## src/rtl/dmem_arbiter.sv

```systemverilog
// Shares single-port data memory between pipeline (P, default priority) and secondary requester X; grant is combinational, X read data 1 cycle later.
// Backpressure: P sees p_stall while X is served; X holds x_req stable until x_gnt, forced after MAX_WAIT denials, bursts capped at MAX_BURST.
module dmem_arbiter #(
    parameter int AW        = 32,
    parameter int DW        = 32,
    parameter int MAX_WAIT  = 4,
    parameter int MAX_BURST = 8
) (
    input  logic          clk,
    input  logic          rst,
    input  logic          p_req,
    input  logic          p_we,
    input  logic [AW-1:0] p_addr,
    input  logic [DW-1:0] p_wdata,
    output logic [DW-1:0] p_rdata,
    output logic          p_stall,
    input  logic          x_req,
    input  logic          x_we,
    input  logic          x_burst,
    input  logic [AW-1:0] x_addr,
    input  logic [DW-1:0] x_wdata,
    output logic          x_gnt,
    output logic          x_rvalid,
    output logic [DW-1:0] x_rdata,
    output logic          mem_we,
    output logic [AW-1:0] mem_addr,
    output logic [DW-1:0] mem_wdata,
    input  logic [DW-1:0] mem_rd
);

    localparam int WCW = $clog2(MAX_WAIT + 1);
    localparam int BCW = $clog2(MAX_BURST + 1);
    localparam logic [WCW-1:0] WAIT_MAX   = WCW'(MAX_WAIT);
    localparam logic [BCW-1:0] BURST_LAST = BCW'(MAX_BURST - 1);
    localparam bit BURST_EN = (MAX_BURST > 1);

    typedef enum logic {PIPE, XBURST} state_t;

    state_t         state, nextState;
    logic [WCW-1:0] waitCnt, nextWait;
    logic [BCW-1:0] burstCnt, nextBurst;
    logic           xGnt;

    always_comb begin
        nextState = state;
        nextWait  = waitCnt;
        nextBurst = burstCnt;
        xGnt      = 1'b0;

        if (state == XBURST) begin
            xGnt = rst & x_req;
        end else begin
            xGnt = rst & x_req & (~p_req | (waitCnt == WAIT_MAX));
        end

        if (xGnt || !x_req) begin
            nextWait = '0;
        end else if (waitCnt != WAIT_MAX) begin
            nextWait = waitCnt + WCW'(1);
        end

        case (state)
            PIPE: begin
                if (xGnt && x_burst && BURST_EN) begin
                    nextState = XBURST;
                    nextBurst = BCW'(1);
                end
            end
            XBURST: begin
                // Dropping x_burst still grants this cycle; ownership ends afterwards.
                if (!x_req || !x_burst || burstCnt == BURST_LAST) begin
                    nextState = PIPE;
                    nextBurst = '0;
                    nextWait  = '0;
                end else begin
                    nextBurst = burstCnt + BCW'(1);
                end
            end
            default: nextState = PIPE;
        endcase
    end

    always_ff @(posedge clk or negedge rst) begin
        if (!rst) begin
            state    <= PIPE;
            waitCnt  <= '0;
            burstCnt <= '0;
            x_rvalid <= 1'b0;
            x_rdata  <= '0;
        end else begin
            state    <= nextState;
            waitCnt  <= nextWait;
            burstCnt <= nextBurst;
            x_rvalid <= xGnt & ~x_we;
            if (xGnt && !x_we) begin
                x_rdata <= mem_rd;
            end
        end
    end

    assign x_gnt     = xGnt;
    assign p_stall   = p_req & xGnt;
    assign mem_we    = xGnt ? x_we : (rst & p_req & p_we);
    assign mem_addr  = xGnt ? x_addr : p_addr;
    assign mem_wdata = xGnt ? x_wdata : p_wdata;
    assign p_rdata   = mem_rd;

endmodule

```

## config.mk

```make
export PLATFORM = sky130hd
export DESIGN_NAME = dmem_arbiter
export DESIGN_NICKNAME = d
export VERILOG_FILES = /design/src/rtl/dmem_arbiter.sv
export SDC_FILE = /design/constraint.sdc
export NUM_CORES = 1
export LEC_CHECK = 0
export ABC_AREA = 1
export BUFFER_PORTS_ARGS = -buffer_cell sky130_fd_sc_hd__buf_2
export CAP_MARGIN = 40
export CORE_AREA = 8 8 109 111
export CTS_CLUSTER_DIAMETER = 200
export CTS_CLUSTER_SIZE = 28
export DETAILED_ROUTE_END_ITERATION = 10
export DIE_AREA = 0 0 117 119
export GPL_TIMING_DRIVEN = 0
export MAX_ROUTING_LAYER = met4
export PLACE_DENSITY = 0.66
export SYNTH_ARGS = -nofsm -noshare
export SYNTH_HDL_FRONTEND = slang
export SYNTH_SLANG_ARGS = --single-unit
```

## constraint.sdc

```tcl
create_clock -name clk -period 2 [get_ports clk]
set_input_delay 0.1 -clock clk [delete_from_list [all_inputs] [get_ports clk]]
set_output_delay 0.1 -clock clk [all_outputs]
set_load 0.01 [all_outputs]
```

### Word level (Yosys, flattened, before mapping)

Cells that the tools add are included.

* register bits after elaboration: 41
* input bits: 167

* $add $sub $neg: 2
* equality and inequality tests: 4
* mux-type cells: 14
* bitwise operators: 10
* reductions and logical operators: 8

Operators by type and width (count)
* $mux W32: 2
* $mux W3: 4
* $mux W4: 2
* $pmux W4 S2: 1
* $and A1 B1 Y1: 6
* $add A4 B1 Y4 const B: 1
* $eq A4 B3 Y1 const B: 1
* $mux W1: 4
* $add A3 B1 Y3 const B: 1
* $eq A3 B3 Y1 const B: 1
* $logic_not A1 Y1: 3
* $logic_or A1 B1 Y1: 3
* $ne A3 B3 Y1 const B: 1
* $not A1 Y1: 3
* $logic_and A1 B1 Y1: 2
* $ne A2 B2 Y1 const B: 1
* $pmux W1 S2: 1
* $or A1 B1 Y1: 1

### Longest topological paths before layout

* word-level depth: 8
* gate-level depth with buffers: 10
* gate-level depth less buffers: 8

### Least setup slack after synthesis

No wires, ideal clock.

* kind: reg2out
* start: reg waitCnt[0]
* end: out mem_addr[0]
* arrival: 1.352 ns
* data required time: 1.900 ns
* path slack: 0.548 ns
* stages on the path, launching flop included: 9
* cells stage by stage: dfrtp_1 inv_1 ha_1 nand2_1 nand3_2 nand2_4 clkbuf_1 nand2_1 nand2_1

* longest elaborated chain between the ends: 5

RTL lines
* start, declared: RTL line 40 `logic [WCW-1:0] waitCnt, nextWait;`
* start signal, assigned: RTL line 92 `waitCnt <= nextWait;`
* $eq A3 B3 Y1: RTL line 53 `xGnt = rst & x_req & (~p_req | (waitCnt == WAIT_MAX));`
* $or A1 B1 Y1: RTL line 53
* $and A1 B1 Y1: RTL line 53
* $mux W1: RTL line 50 `if (state == XBURST) begin`
* $mux W32: RTL line 104 `assign mem_addr = xGnt ? x_addr : p_addr;`
* end, declared: RTL line 26 `output logic [AW-1:0] mem_addr,`

Every way passes these cells.

### Worst setup path after layout

* start: reg waitCnt[0]
* end: out mem_wdata[4]

* longest elaborated chain between the ends: 5

RTL lines
* $eq A3 B3 Y1: RTL line 53
* $or A1 B1 Y1: RTL line 53
* $and A1 B1 Y1: RTL line 53
* $mux W1: RTL line 50
* $mux W32: RTL line 105 `assign mem_wdata = xGnt ? x_wdata : p_wdata;`
* end, declared: RTL line 27 `output logic [DW-1:0] mem_wdata,`

Every way passes these cells.

==> impl_results.md <==
- H-tree lvl count: 2
- Slew margin rel.: 0.7218
- Global route overflow: 0
- Path depth of the worst reg2reg path: 10
- CP Max Fanout: 10
- Remaining antenna violation count: 0
- Asr flop ratio synth: 1.000
- R2R setup slack: 0.29 ns
- Syn Nets: 607
- Fillers: 1112
- Yosys Warn Count: 0
- Post-synth EDFFs: 0
- Clock Skew: 0.006446 ns
- Height of the die: 119 um
- Setup_tns: 0 ns
- Final Setup Violations: 0
- Num CTS Buffers: 5
- Pwr dens: 625.6 mW/mm^2
- Wirelength, routed: 13.51 mm
- Hold WC Path Type: in -> reg
- FP Rows: 37
- Clk slew on worst S/H paths: 0.09 ns
- CP endpoint kind: primary output
- Largest net degree at the start of global routing: 33
- CP peak stage delay: 0.39 ns
- Hold Slack: 0.01028 ns
- Register bit total from synthesis: 41
- Post-DP HPWL: 11.42 mm
- CP Data Arrival Time: 1.78 ns
- Maximum clock path buffer count: 2
- DRC errors left: 0
- Syn_area_per_cell: 6.365 um^2
- Placed instance count: 872
- CP most frequent cell: nand2_1
- First-pass DRT Iterations: 4
- Fin cells: 902
- Buffers on Ports: 298
- WP data required: 1.90 ns
- Ys flop type: dfrtp_1
- Most frequent cells after synthesis: nand2_1 (299), buf_4 (44), dfrtp_1 (41), nand3_1 (13), inv_1 (10)
- Top post-synthesis cells by area: nand2_1 (40%), dfrtp_1 (37%), buf_4 (12%)
- Core Area: 0.01009 mm^2
- WP buf/inv: 5
- CTS tree: built
- Total global-route track usage: 0.1822
- RD Place Congestion: 0.9096
- First-pass GRT wire length: 19.06 mm
- Sequential area share after synthesis: 0.3689
- Crit share post-route: 0.9409
- Antenna violations before repair: 5
- Hold Fails Final Rpt: 0
- FMAX: 531.4 MHz
- Maximum VDD drop: 0.5341 mV
- Area growth syn-to-layout: 77.06%
- Worst-margin pin slew: 0.4160 ns
- Most numerous cell in the Yosys netlist: nand2_1
- Min Clock Period, post-route: 1.882 ns
- Critical Path, Cell by Cell: inv_2 -> ha_2 -> nand2_2 -> nand3_4 -> nand2_8 -> inv_4 -> buf_12 -> buf_6 -> nand2_1 -> nand2_1 -> buf_2
- Max Transition Viols Final: 0
- Leakage power: 3.166 nW
- Pre-CTS setup slack: 0.06026 ns
- Via density: 4.127
- Share of cells above drive strength 1: 0.5046
- Initial core utilization: 0.2756
- I/O pin count: 299
- Mapped Cells: 437
- Synth area leader: nand2_1
- Chip width: 117 um
- Setup WS post-layout: 0.1182 ns
- Latest clock arrival within the worst-skew pair: 0.29 ns
- Worst Setup EP: mem_wdata[4]
- Synthesized area: 0.002781 mm^2
- Largest delay share family, worst path: buffers and inverters
- Area of the multi-input gates: 0.001375 mm^2
- Crit path max-delay cell type: dfrtp_1
- Root Driver: clkbuf_8
- Fin nets: 930
- Worst Setup Start Kind: flop
- Cell variety after synth: 20
- Clock sink count: 41
- Crit Reg-Reg Startpoint: waitCnt[0]$_DFF_PN0_
- Vias in the first global route: 3599
- Via count: 3723
- Area share of the largest cell type after synthesis: 0.4035
- Routed len/inst: 14.98 um
- Initial drt markers: 182
- Reg2reg end: x_rdata[10]$_DFFE_PN0P_
- Status: completed
- Crit. Startpoint: waitCnt[0]$_DFF_PN0_
- Critical path class: reg -> out
- # Max-Cap Violations: 0
- FF/Latch Area: 0.001026 mm^2
- Die ar.: 0.01392 mm^2
- Worst path depth: 11
[report_power, final]
part	leakage (nW)	total, mW	internal [mW]	switching (mW)
sequential	0.521	1.08	0.987	0.0903
combinational	2.58	1.19	0.569	0.623
clock	0.0688	0.811	0.503	0.308
[tightest hold or removal path, delay by kind of cell]
| kind | cells | cell delay (ns) |
|---|---|---|
| and+or+nand+nor | 2 | 0.09 |
| buffers and inverters | 1 | 0.09 |
[cell usage in the layout, fill, tap and decap left out, drive strengths merged]
| cell type | count |
|---|---|
| a21oi | 2 |
| and3 | 1 |
| buf | 359 |
| bufinv | 2 |
| clkbuf | 9 |
| dfrtp | 41 |
| diode | 5 |
| dlygate4sd3 | 5 |
| ha | 3 |
| inv | 13 |
| nand2 | 300 |
| nand3 | 14 |
| nand3b | 1 |
| nand4 | 2 |
| nor2 | 5 |
| o21ai | 2 |
| xor2 | 2 |
[timing repair]
action	CTS	global route
pin swaps	2	2
gates resized for setup	8	29
setup endpoints to repair	51	58
setup buffers	5	6
gates cloned	0	2
hold buffers	6	0
hold endpoints to repair	44	0
[logic make-up (layout without fill, tap and decap cells)]
family / count (synthesis) / count (layout) / share of synthesized area
AOI/OAI and AO/OA: 4 / 4 / 0.007198
xor gates and xnor gates: 2 / 2 / 0.006299
adders and majority gates: 3 / 3 / 0.01350
buffers and inverters: 64 / 388 / 0.1507
DFF: 41 / 41 / 0.3689
other: 0 / 5 / 0
and+or+nand+nor: 323 / 323 / 0.4534
[sequential cells by signal, indices dropped and copies added (netlist names)]
| signal | cells |
|---|---|
| x_rdata | 32 |
| burstCnt | 4 |
| waitCnt | 3 |
| state | 1 |
| x_rvalid | 1 |
[how the worst min path moves through the flow]
stage / from / to / cells past startpoint
CTS: mem_rd[13] / x_rdata[13]$_DFFE_PN0P_ / 3
global placement: rst / x_rdata[8]$_DFFE_PN0P_ / 1
global route: mem_rd[4] / x_rdata[4]$_DFFE_PN0P_ / 3
floorplan: rst / burstCnt[0]$_DFFE_PN0P_ / 0
detailed placement: rst / x_rdata[4]$_DFFE_PN0P_ / 1
finish: mem_rd[4] / x_rdata[4]$_DFFE_PN0P_ / 3
[metal layers]
metal / routed length (um) / part of all wire / vias up / GRT usage
met3: 1343 / 0.099 / 17 / 0.05508
met4: 318 / 0.024 / 0 / 0.06966
met5: 0 / 0 / - / -
met1: 4845 / 0.36 / 1600 / 0.1789
li1: - / - / 1936 / -
met2: 7003 / 0.52 / 170 / 0.3270
[metrics by stage]
stage,util,instance area (um^2),total power [mW]
after floorplan,-,2781,1.619
after global placement,0.4402,4443,2.203
after detailed placement,0.4422,4463,2.219
after CTS,0.4690,4733,3.073
after global routing,0.4880,4925,3.293
final,0.4880,4925,3.081
[layout make-up]
class	instances	area share
plain buffers	50	0.08664
flip-flops and latches	41	0.2083
inverters	12	0.009654
repair buffers	318	0.3511
multi-input cells	332	0.2792
clock inverters	3	0.01397
clock buffers	5	0.01397
well taps	136	0.03455
diodes	5	0.002541
No activity file was read; power rests on OpenSTA's default activity.
